--- src/rtl/fsub_serial.sv ---
// Digit-serial unsigned subtractor d = a - b: WIDTH/DIGIT RUN cycles, done pulses N+1 cycles after start; start is ignored while busy.
// Optional FSUB_SAT_EN: clamp d to zero when the subtraction borrows (bo still reports the borrow).
module fsub_serial #(
   parameter int WIDTH = 16,
   parameter int DIGIT = 1
) (
   input  logic             clk,
   input  logic             rst,
   input  logic             start,
   input  logic [WIDTH-1:0] a,
   input  logic [WIDTH-1:0] b,
   output logic             busy,
   output logic             done,
   output logic [WIDTH-1:0] d,
   output logic             bo
);

   localparam int N  = WIDTH / DIGIT;
   localparam int CW = (N > 1) ? $clog2(N) : 1;
   localparam logic [CW-1:0] LAST = CW'(N - 1);

   typedef enum logic [1:0] {IDLE, RUN, DONE} state_t;

   state_t           state;
   state_t           state_nxt;
   logic [WIDTH-1:0] a_sh;
   logic [WIDTH-1:0] b_sh;
   logic [WIDTH-1:0] res_sh;
   logic [WIDTH-1:0] res_nxt;
   logic [WIDTH-1:0] slice_ext;
   logic [DIGIT:0]   slice;
   logic             borrow;
   logic [CW-1:0]    cnt;
   logic             load;
   logic             step;
   logic             finish;

   always_ff @(posedge clk) begin
      if (rst) begin
         state <= IDLE;
      end else begin
         state <= state_nxt;
      end
   end

   // DONE accepts a new start exactly like IDLE, so held start gives one result per N+1 cycles
   always_comb begin
      state_nxt = state;
      load      = 1'b0;
      step      = 1'b0;
      finish    = 1'b0;
      busy      = 1'b0;
      done      = 1'b0;
      case (state)
         IDLE: begin
            if (start) begin
               load      = 1'b1;
               state_nxt = RUN;
            end
         end
         RUN: begin
            busy = 1'b1;
            step = 1'b1;
            if (cnt == LAST) begin
               finish    = 1'b1;
               state_nxt = DONE;
            end
         end
         DONE: begin
            done = 1'b1;
            if (start) begin
               load      = 1'b1;
               state_nxt = RUN;
            end else begin
               state_nxt = IDLE;
            end
         end
         default: state_nxt = IDLE;
      endcase
   end

   // Slice top bit is the borrow-out: a negative (D+1)-bit result always has its MSB set
   always_comb begin
      slice     = {1'b0, a_sh[DIGIT-1:0]} - {1'b0, b_sh[DIGIT-1:0]} - {{DIGIT{1'b0}}, borrow};
      slice_ext = WIDTH'(slice[DIGIT-1:0]);
      res_nxt   = (res_sh >> DIGIT) | (slice_ext << (WIDTH - DIGIT));
   end

   always_ff @(posedge clk) begin
      if (rst) begin
         a_sh   <= '0;
         b_sh   <= '0;
         res_sh <= '0;
         borrow <= 1'b0;
         cnt    <= '0;
         d      <= '0;
         bo     <= 1'b0;
      end else begin
         if (load) begin
            a_sh   <= a;
            b_sh   <= b;
            borrow <= 1'b0;
            cnt    <= '0;
         end else if (step) begin
            a_sh   <= a_sh >> DIGIT;
            b_sh   <= b_sh >> DIGIT;
            res_sh <= res_nxt;
            borrow <= slice[DIGIT];
            cnt    <= cnt + CW'(1);
         end
         if (finish) begin
`ifdef FSUB_SAT_EN
            d <= slice[DIGIT] ? '0 : res_nxt;
`else
            d <= res_nxt;
`endif
            bo <= slice[DIGIT];
         end
      end
   end

endmodule

--- config.mk ---
export PLATFORM = sky130hd
export DESIGN_NAME = fsub_serial
export DESIGN_NICKNAME = d
export VERILOG_FILES = /design/src/rtl/fsub_serial.sv
export SDC_FILE = /design/constraint.sdc
export NUM_CORES = 1
export LEC_CHECK = 0
export BUFFER_PORTS_ARGS = -buffer_cell sky130_fd_sc_hd__buf_2
export CAP_MARGIN = 20
export CORE_ASPECT_RATIO = 1.4
export CORE_MARGIN = 5
export CORE_UTILIZATION = 40
export CTS_CLUSTER_SIZE = 8
export DETAILED_ROUTE_END_ITERATION = 12
export PLACE_DENSITY = 0.62
export REMOVE_ABC_BUFFERS = 1
export SYNTH_ARGS = -nofsm -noshare
export SYNTH_HDL_FRONTEND = slang
export SYNTH_SLANG_ARGS = --single-unit
--- constraint.sdc ---
create_clock -name clk -period 3.1 [get_ports clk]
set_clock_uncertainty 0.15 [all_clocks]
set_input_delay 0.155 -clock clk [delete_from_list [all_inputs] [get_ports clk]]
set_output_delay 0.155 -clock clk [all_outputs]
set_load 0.02 [all_outputs]
* After elaboration in Yosys (flattened, before gate mapping)
Index checks and enable logic that the tools add are counted.
** Word-level totals
- Register bits after elaboration :: 72
- Output and inout port bits :: 19
- Logic and storage cells :: 38
** Operators by class
- Add/sub/neg operators :: 3
- Equal/unequal tests :: 5
- Mux-type cells :: 14
- Bitwise operators :: 2
- Reductions and logical operators :: 6
** Operators with widths (count)
- 16-bit two-way mux :: 4
- 15-bit by 16-bit bitwise OR with 16-bit output :: 1
- 1-bit two-way mux :: 7
- 2-bit case mux with 3 select lines :: 1
- 4-bit by 1-bit adder with 4-bit output, second input constant :: 1
- 4-bit equality test, second input constant :: 1
- 2-bit two-way mux :: 2
- 2-bit != test, second input constant :: 2
- 2-bit AND reduction :: 2
- 2-bit OR reduction :: 2
- 2-bit by 1-bit equality test with 1-bit output, second input constant :: 1
- 2-bit equality test, second input constant :: 1
- 2-bit logical NOT :: 1
- 2-bit nonzero test :: 1
- 1-bit by 1-bit subtractor with 2-bit output :: 1
- 2-bit by 1-bit subtractor with 2-bit output :: 1
- 1-bit NOT :: 1

* Depth between registers and ports, before layout
- Depth after elaboration :: 5
- Mapped depth :: 6
- Gate-level depth less buffers :: 4

* Least setup slack after synthesis
Ideal clock, no wire load.
- Path type :: register -> register
- Start point :: register cnt[0]
- End point :: register d[10]
- Setup time :: 0.059 ns
- Data arrival time :: 1.281 ns
- Path slack :: 1.610 ns
- Cell stages (with the launch flop) :: 6
- Buffers on the path :: 1
- Cells stage by stage :: dfxtp_1 > ha_1 > and3_1 > a21oi_4 > buf_2 > a22o_1
** On the way
- Word-level cells in the longest chain between the ends :: 3
** Ends and longest elaborated chain
- start: declaration :: line 33 : logic [CW-1:0] cnt;
- start signal: assignment :: line 109 : cnt <= cnt + CW'(1);
- 4-bit equality test :: line 64 : if (cnt == LAST) begin
- 1-bit two-way mux :: line 64
- 1-bit two-way mux :: line 54 : case (state)
- end signal: assignment :: line 115 : d <= res_nxt;
- end: declaration :: line 14 : output logic [WIDTH-1:0] d,
No other way between the ends.
A chain may end at the register's enable or synchronous reset.

* Worst setup path after layout
- Start point :: register state[1]
- End point :: output port busy
** On the way
- Word-level cells in the longest chain between the ends :: 2
** Ends and longest elaborated chain
- start: declaration :: line 24 : state_t state;
- start signal: assignment :: line 42 : state <= state_nxt;
- 2-bit by 1-bit equality test with 1-bit output :: line 54
- 1-bit two-way mux :: line 54
- end: declaration :: line 12 : output logic busy,
No other way between the ends.

==> impl_table.tex <==
\begin{tabular}{lr}
\hline
Metric & Value \\
\hline
\multicolumn{2}{l}{\textbf{Status}} \\
Run status & complete, no violations \\
\multicolumn{2}{l}{\textbf{Global routing}} \\
Gr ovfl total & 0 \\
Global-route wire length before repair & 10100 µm \\
Global routing usage summed across all routing layers & 0.151 \\
Number of antenna violations at the first check in global routing & 0 \\
Pin count of the biggest net entering global routing & 55 \\
Vias in the first global route & 2234 \\
\multicolumn{2}{l}{\textbf{Synth}} \\
Number of distinct library cells after synthesis & 30 \\
Share of the yosys chip area belonging to registers & 0.534 \\
Synthesis-stage register bit count & 71 \\
Mapped Avg Cell Area & 9.38 µm² \\
Cell area after technology mapping & 2660 µm² \\
Synthesized instance count & 284 \\
Number of warnings issued by yosys & 0 \\
\multicolumn{2}{l}{\textbf{Detailed routing}} \\
Routed wire length on met3 & 304 µm \\
DR vias & 2302 \\
Post-DR wirelength/cell & 13.9 µm \\
Length of the first detailed-routing pass in iterations & 5 \\
Routed met2 length & 2940 µm \\
Initial DRC count & 125 \\
Highest routing layer actually used & met4 \\
Number of remaining DRC errors & 0 \\
Wire length on met1 & 2760 µm \\
Total routed wirelength & 6080 µm \\
Drt via density & 5.27 \\
ANT nets after route & 0 \\
\multicolumn{2}{l}{\textbf{Worst hold path}} \\
Worst hold path class & in -> reg \\
Startpoint of the lowest-slack hold path & rst \\
Cell depth of the worst hold path & 2 \\
Sink of the worst hold path & b\_sh[10] \\
\multicolumn{2}{l}{\textbf{Pwr}} \\
Worst vdd ir & 0.308 mV \\
Switching portion of total power & 0.233 \\
Ratio of total power to cell area & 574 nW/µm² \\
Combinational share of power & 0.098 \\
Sequential share of power & 0.484 \\
Leakage power & 0.00136 µW \\
Design internal power & 1530 µW \\
Switching component of the power & 465 µW \\
Part of the total power dissipated in the clock network & 0.418 \\
\multicolumn{2}{l}{\textbf{Worst setup path}} \\
Critical Path Sink Type & output port \\
Reg-to-reg slack, setup & 1.17 ns \\
Arrival time at the worst endpoint & 1.83 ns \\
Worst r2r src & state[1] \\
CP Data Required Time & 2.79 ns \\
Crit path kind & reg -> out \\
Capture instance of the worst register-to-register path & d[14] \\
Peak per-stage delay on the critical path & 0.51 ns \\
Top fanout value on the critical path & 54 \\
Crit path launch type & flop \\
Cells along the critical path & nand2b\_2 > inv\_4 > buf\_2 \\
Cell type of the slowest stage on the worst timing path & sky130\_fd\_sc\_hd\_\_inv\_4 \\
Depth of the worst register-to-register path & 4 \\
\multicolumn{2}{l}{\textbf{Placed design}} \\
Setup Slack @ Placement & 1.15 ns \\
Number of cells in the design after placement & 389 \\
GPL Wtd Cong & 0.714 \\
\# port buffers & 53 \\
Half-perimeter wire length after placement & 3650 µm \\
\multicolumn{2}{l}{\textbf{Timing}} \\
Pin slew with the least headroom to its limit & 0.631 ns \\
Max Fclk & 469 MHz \\
RSZ-0062 raised after global routing & false \\
Final hold violation count & 0 \\
Summed negative setup slack over all endpoints & 0 ns \\
Final setup violation count & 0 \\
Fin crit share & 0.688 \\
Headroom to the max-slew limit & 0.580 \\
Max-slew violation total from the final report & 0 \\
Final period demand of the worst path & 2.13 ns \\
Worst Slack Setup Final & 0.966 ns \\
\multicolumn{2}{l}{\textbf{Layout}} \\
Share of post-route cells with drive strength above 1 & 0.209 \\
Fin cells & 437 \\
Count of inserted antenna diode cells & 0 \\
Final net count & 395 \\
Synth-to-layout area growth & 30.2\% \\
\multicolumn{2}{l}{\textbf{Clock network}} \\
Hold-fix buffers at CTS & 32 \\
H-tree depth & 3 \\
CTS resizes & 0 \\
Count of clock tree sinks & 71 \\
Clock Pin Slew Worst Setup and Hold Paths & 0.08 ns \\
Cell at the root of the clock tree & sky130\_fd\_sc\_hd\_\_clkbuf\_8 \\
Clk buf depth & 2 \\
Clk\_lat worst skew & 0.34 ns \\
TritonCTS clock tree & yes \\
Number of buffers added by the clock tree synthesis step & 9 \\
Buffer count from post-CTS setup fixing & 0 \\
\multicolumn{2}{l}{\textbf{Floorplanning}} \\
Die Wd & 79.0 µm \\
I/O Pins & 54 \\
Full die area & 8410 µm² \\
Die span in y & 107 µm \\
Placeable Area & 6530 µm² \\
Initial core utilization & 0.408 \\
Total number of placement rows & 35 \\
\multicolumn{2}{l}{\textbf{Flow run}} \\
Count of max-cap constraint violations & 0 \\
\hline
\end{tabular}
## state kept, by name, summed over array words and instances, names as in the netlist
register / count
b_sh: 16
bo: 1
cnt: 4
res_sh: 15
a_sh: 16
borrow: 1
state: 2
d: 16
## cells by family after synthesis
family          count (synthesis)  share of synthesized area
buf+inv                        28                     0.0540
flops                          71                      0.534
fa+ha+maj                       2                     0.0122
mux                             2                    0.00752
compound gates                100                      0.245
xor+xnor                        2                    0.00658
simple gates                   79                      0.141
## cell type report
cell class                 count  area (µm²)
timing repair buffer          89         616
multi-input combinational    185        1100
clock inverter                 3        65.1
fill                         606        3060
clock buffer                  13         159
sequential                    71        1420
inverter                       2        10.0
tap                           74        92.6
## cells in the final DEF (no fill, tap or decap), types with 2 or more instances in the layout
master,instances
sky130_fd_sc_hd__buf_2,53
sky130_fd_sc_hd__a22o_1,15
sky130_fd_sc_hd__dlygate4sd3_1,32
sky130_fd_sc_hd__bufinv_16,2
sky130_fd_sc_hd__clkbuf_1,2
sky130_fd_sc_hd__clkbuf_8,11
sky130_fd_sc_hd__dfxtp_1,71
sky130_fd_sc_hd__nor3_1,4
sky130_fd_sc_hd__nand3_1,35
sky130_fd_sc_hd__a211oi_1,2
sky130_fd_sc_hd__nor2_1,2
sky130_fd_sc_hd__nand2_1,30
sky130_fd_sc_hd__mux2i_1,2
sky130_fd_sc_hd__o21ai_0,2
sky130_fd_sc_hd__a22oi_1,30
sky130_fd_sc_hd__a21oi_1,49
sky130_fd_sc_hd__buf_4,4
## cells in the mapped netlist
master | count | area [µm²]
sky130_fd_sc_hd__dfxtp_1 | 71 | 1420
sky130_fd_sc_hd__a21oi_1 | 49 | 245
sky130_fd_sc_hd__nand3_1 | 35 | 175
sky130_fd_sc_hd__a22oi_1 | 30 | 225
sky130_fd_sc_hd__nand2_1 | 30 | 113
sky130_fd_sc_hd__a22o_1 | 15 | 131
sky130_fd_sc_hd__buf_2 | 14 | 70.1
sky130_fd_sc_hd__clkbuf_1 | 6 | 22.5
sky130_fd_sc_hd__nor3_1 | 4 | 20.0
sky130_fd_sc_hd__buf_1 | 3 | 11.3
sky130_fd_sc_hd__a211oi_1 | 2 | 15.0
sky130_fd_sc_hd__buf_6 | 2 | 22.5
sky130_fd_sc_hd__mux2i_1 | 2 | 20.0
sky130_fd_sc_hd__nand2b_1 | 2 | 12.5
sky130_fd_sc_hd__nor2_1 | 2 | 7.51
sky130_fd_sc_hd__nor2b_1 | 2 | 12.5
sky130_fd_sc_hd__o21ai_0 | 2 | 10.0
sky130_fd_sc_hd__a21oi_4 | 1 | 16.3
sky130_fd_sc_hd__a311oi_1 | 1 | 8.76
sky130_fd_sc_hd__and3_1 | 1 | 6.26
sky130_fd_sc_hd__buf_4 | 1 | 7.51
sky130_fd_sc_hd__fa_1 | 1 | 20.0
sky130_fd_sc_hd__ha_1 | 1 | 12.5
sky130_fd_sc_hd__inv_1 | 1 | 3.75
sky130_fd_sc_hd__inv_4 | 1 | 6.26
sky130_fd_sc_hd__nand3b_1 | 1 | 7.51
sky130_fd_sc_hd__nor3_4 | 1 | 16.3
sky130_fd_sc_hd__or3_1 | 1 | 6.26
sky130_fd_sc_hd__xnor2_1 | 1 | 8.76
sky130_fd_sc_hd__xor2_1 | 1 | 8.76
## critical path: cells and delay by family (launching register included)
kind                   cells  cell delay [ns]
buffers and inverters      2             0.78
AND/OR/NAND/NOR            1             0.37
flip-flops                 1             0.32
## per-layer routing
layer | up-vias | track usage
met5 | - | 0
met2 | 50 | 0.246
met3 | 7 | 0.0339
met4 | 0 | 0.0774
met1 | 1068 | 0.183
li1 | 1177 | -
## power groups by stage
stage	clock, µW	sequential [µW]	combinational, µW
after floorplan	0	980	96.7
final	833	964	195
after global placement	0	984	162
after global routing	888	968	217
after CTS	847	964	195
after detailed placement	0	985	165
## how the worst max path moves through the flow
| stage | start | end | slack [ns] | cells after the start |
|---|---|---|---|---|
| finish | state[1] | busy | 0.97 | 3 |
| global route | state[0] | busy | 0.81 | 3 |
| CTS | state[1] | busy | 0.93 | 3 |
| detailed placement | state[0] | d[11] | 1.15 | 4 |
| global placement | state[1] | d[10] | 1.21 | 4 |
| floorplan | state[1] | bo | 0.49 | 4 |
## stage by stage
stage           util  hold slack [ns]  cell area [µm²]  total power (µW)
3_5_place_dp   0.448            0.253             2920              1150
5_1_grt        0.531            0.204             3470              2070
2_1_floorplan      -           0.0741             2530              1080
4_1_cts        0.531            0.172             3470              2010
3_3_place_gp   0.448            0.248             2920              1150
6_report       0.531            0.182             3470              1990
Power figures use the tool's default switching activity.
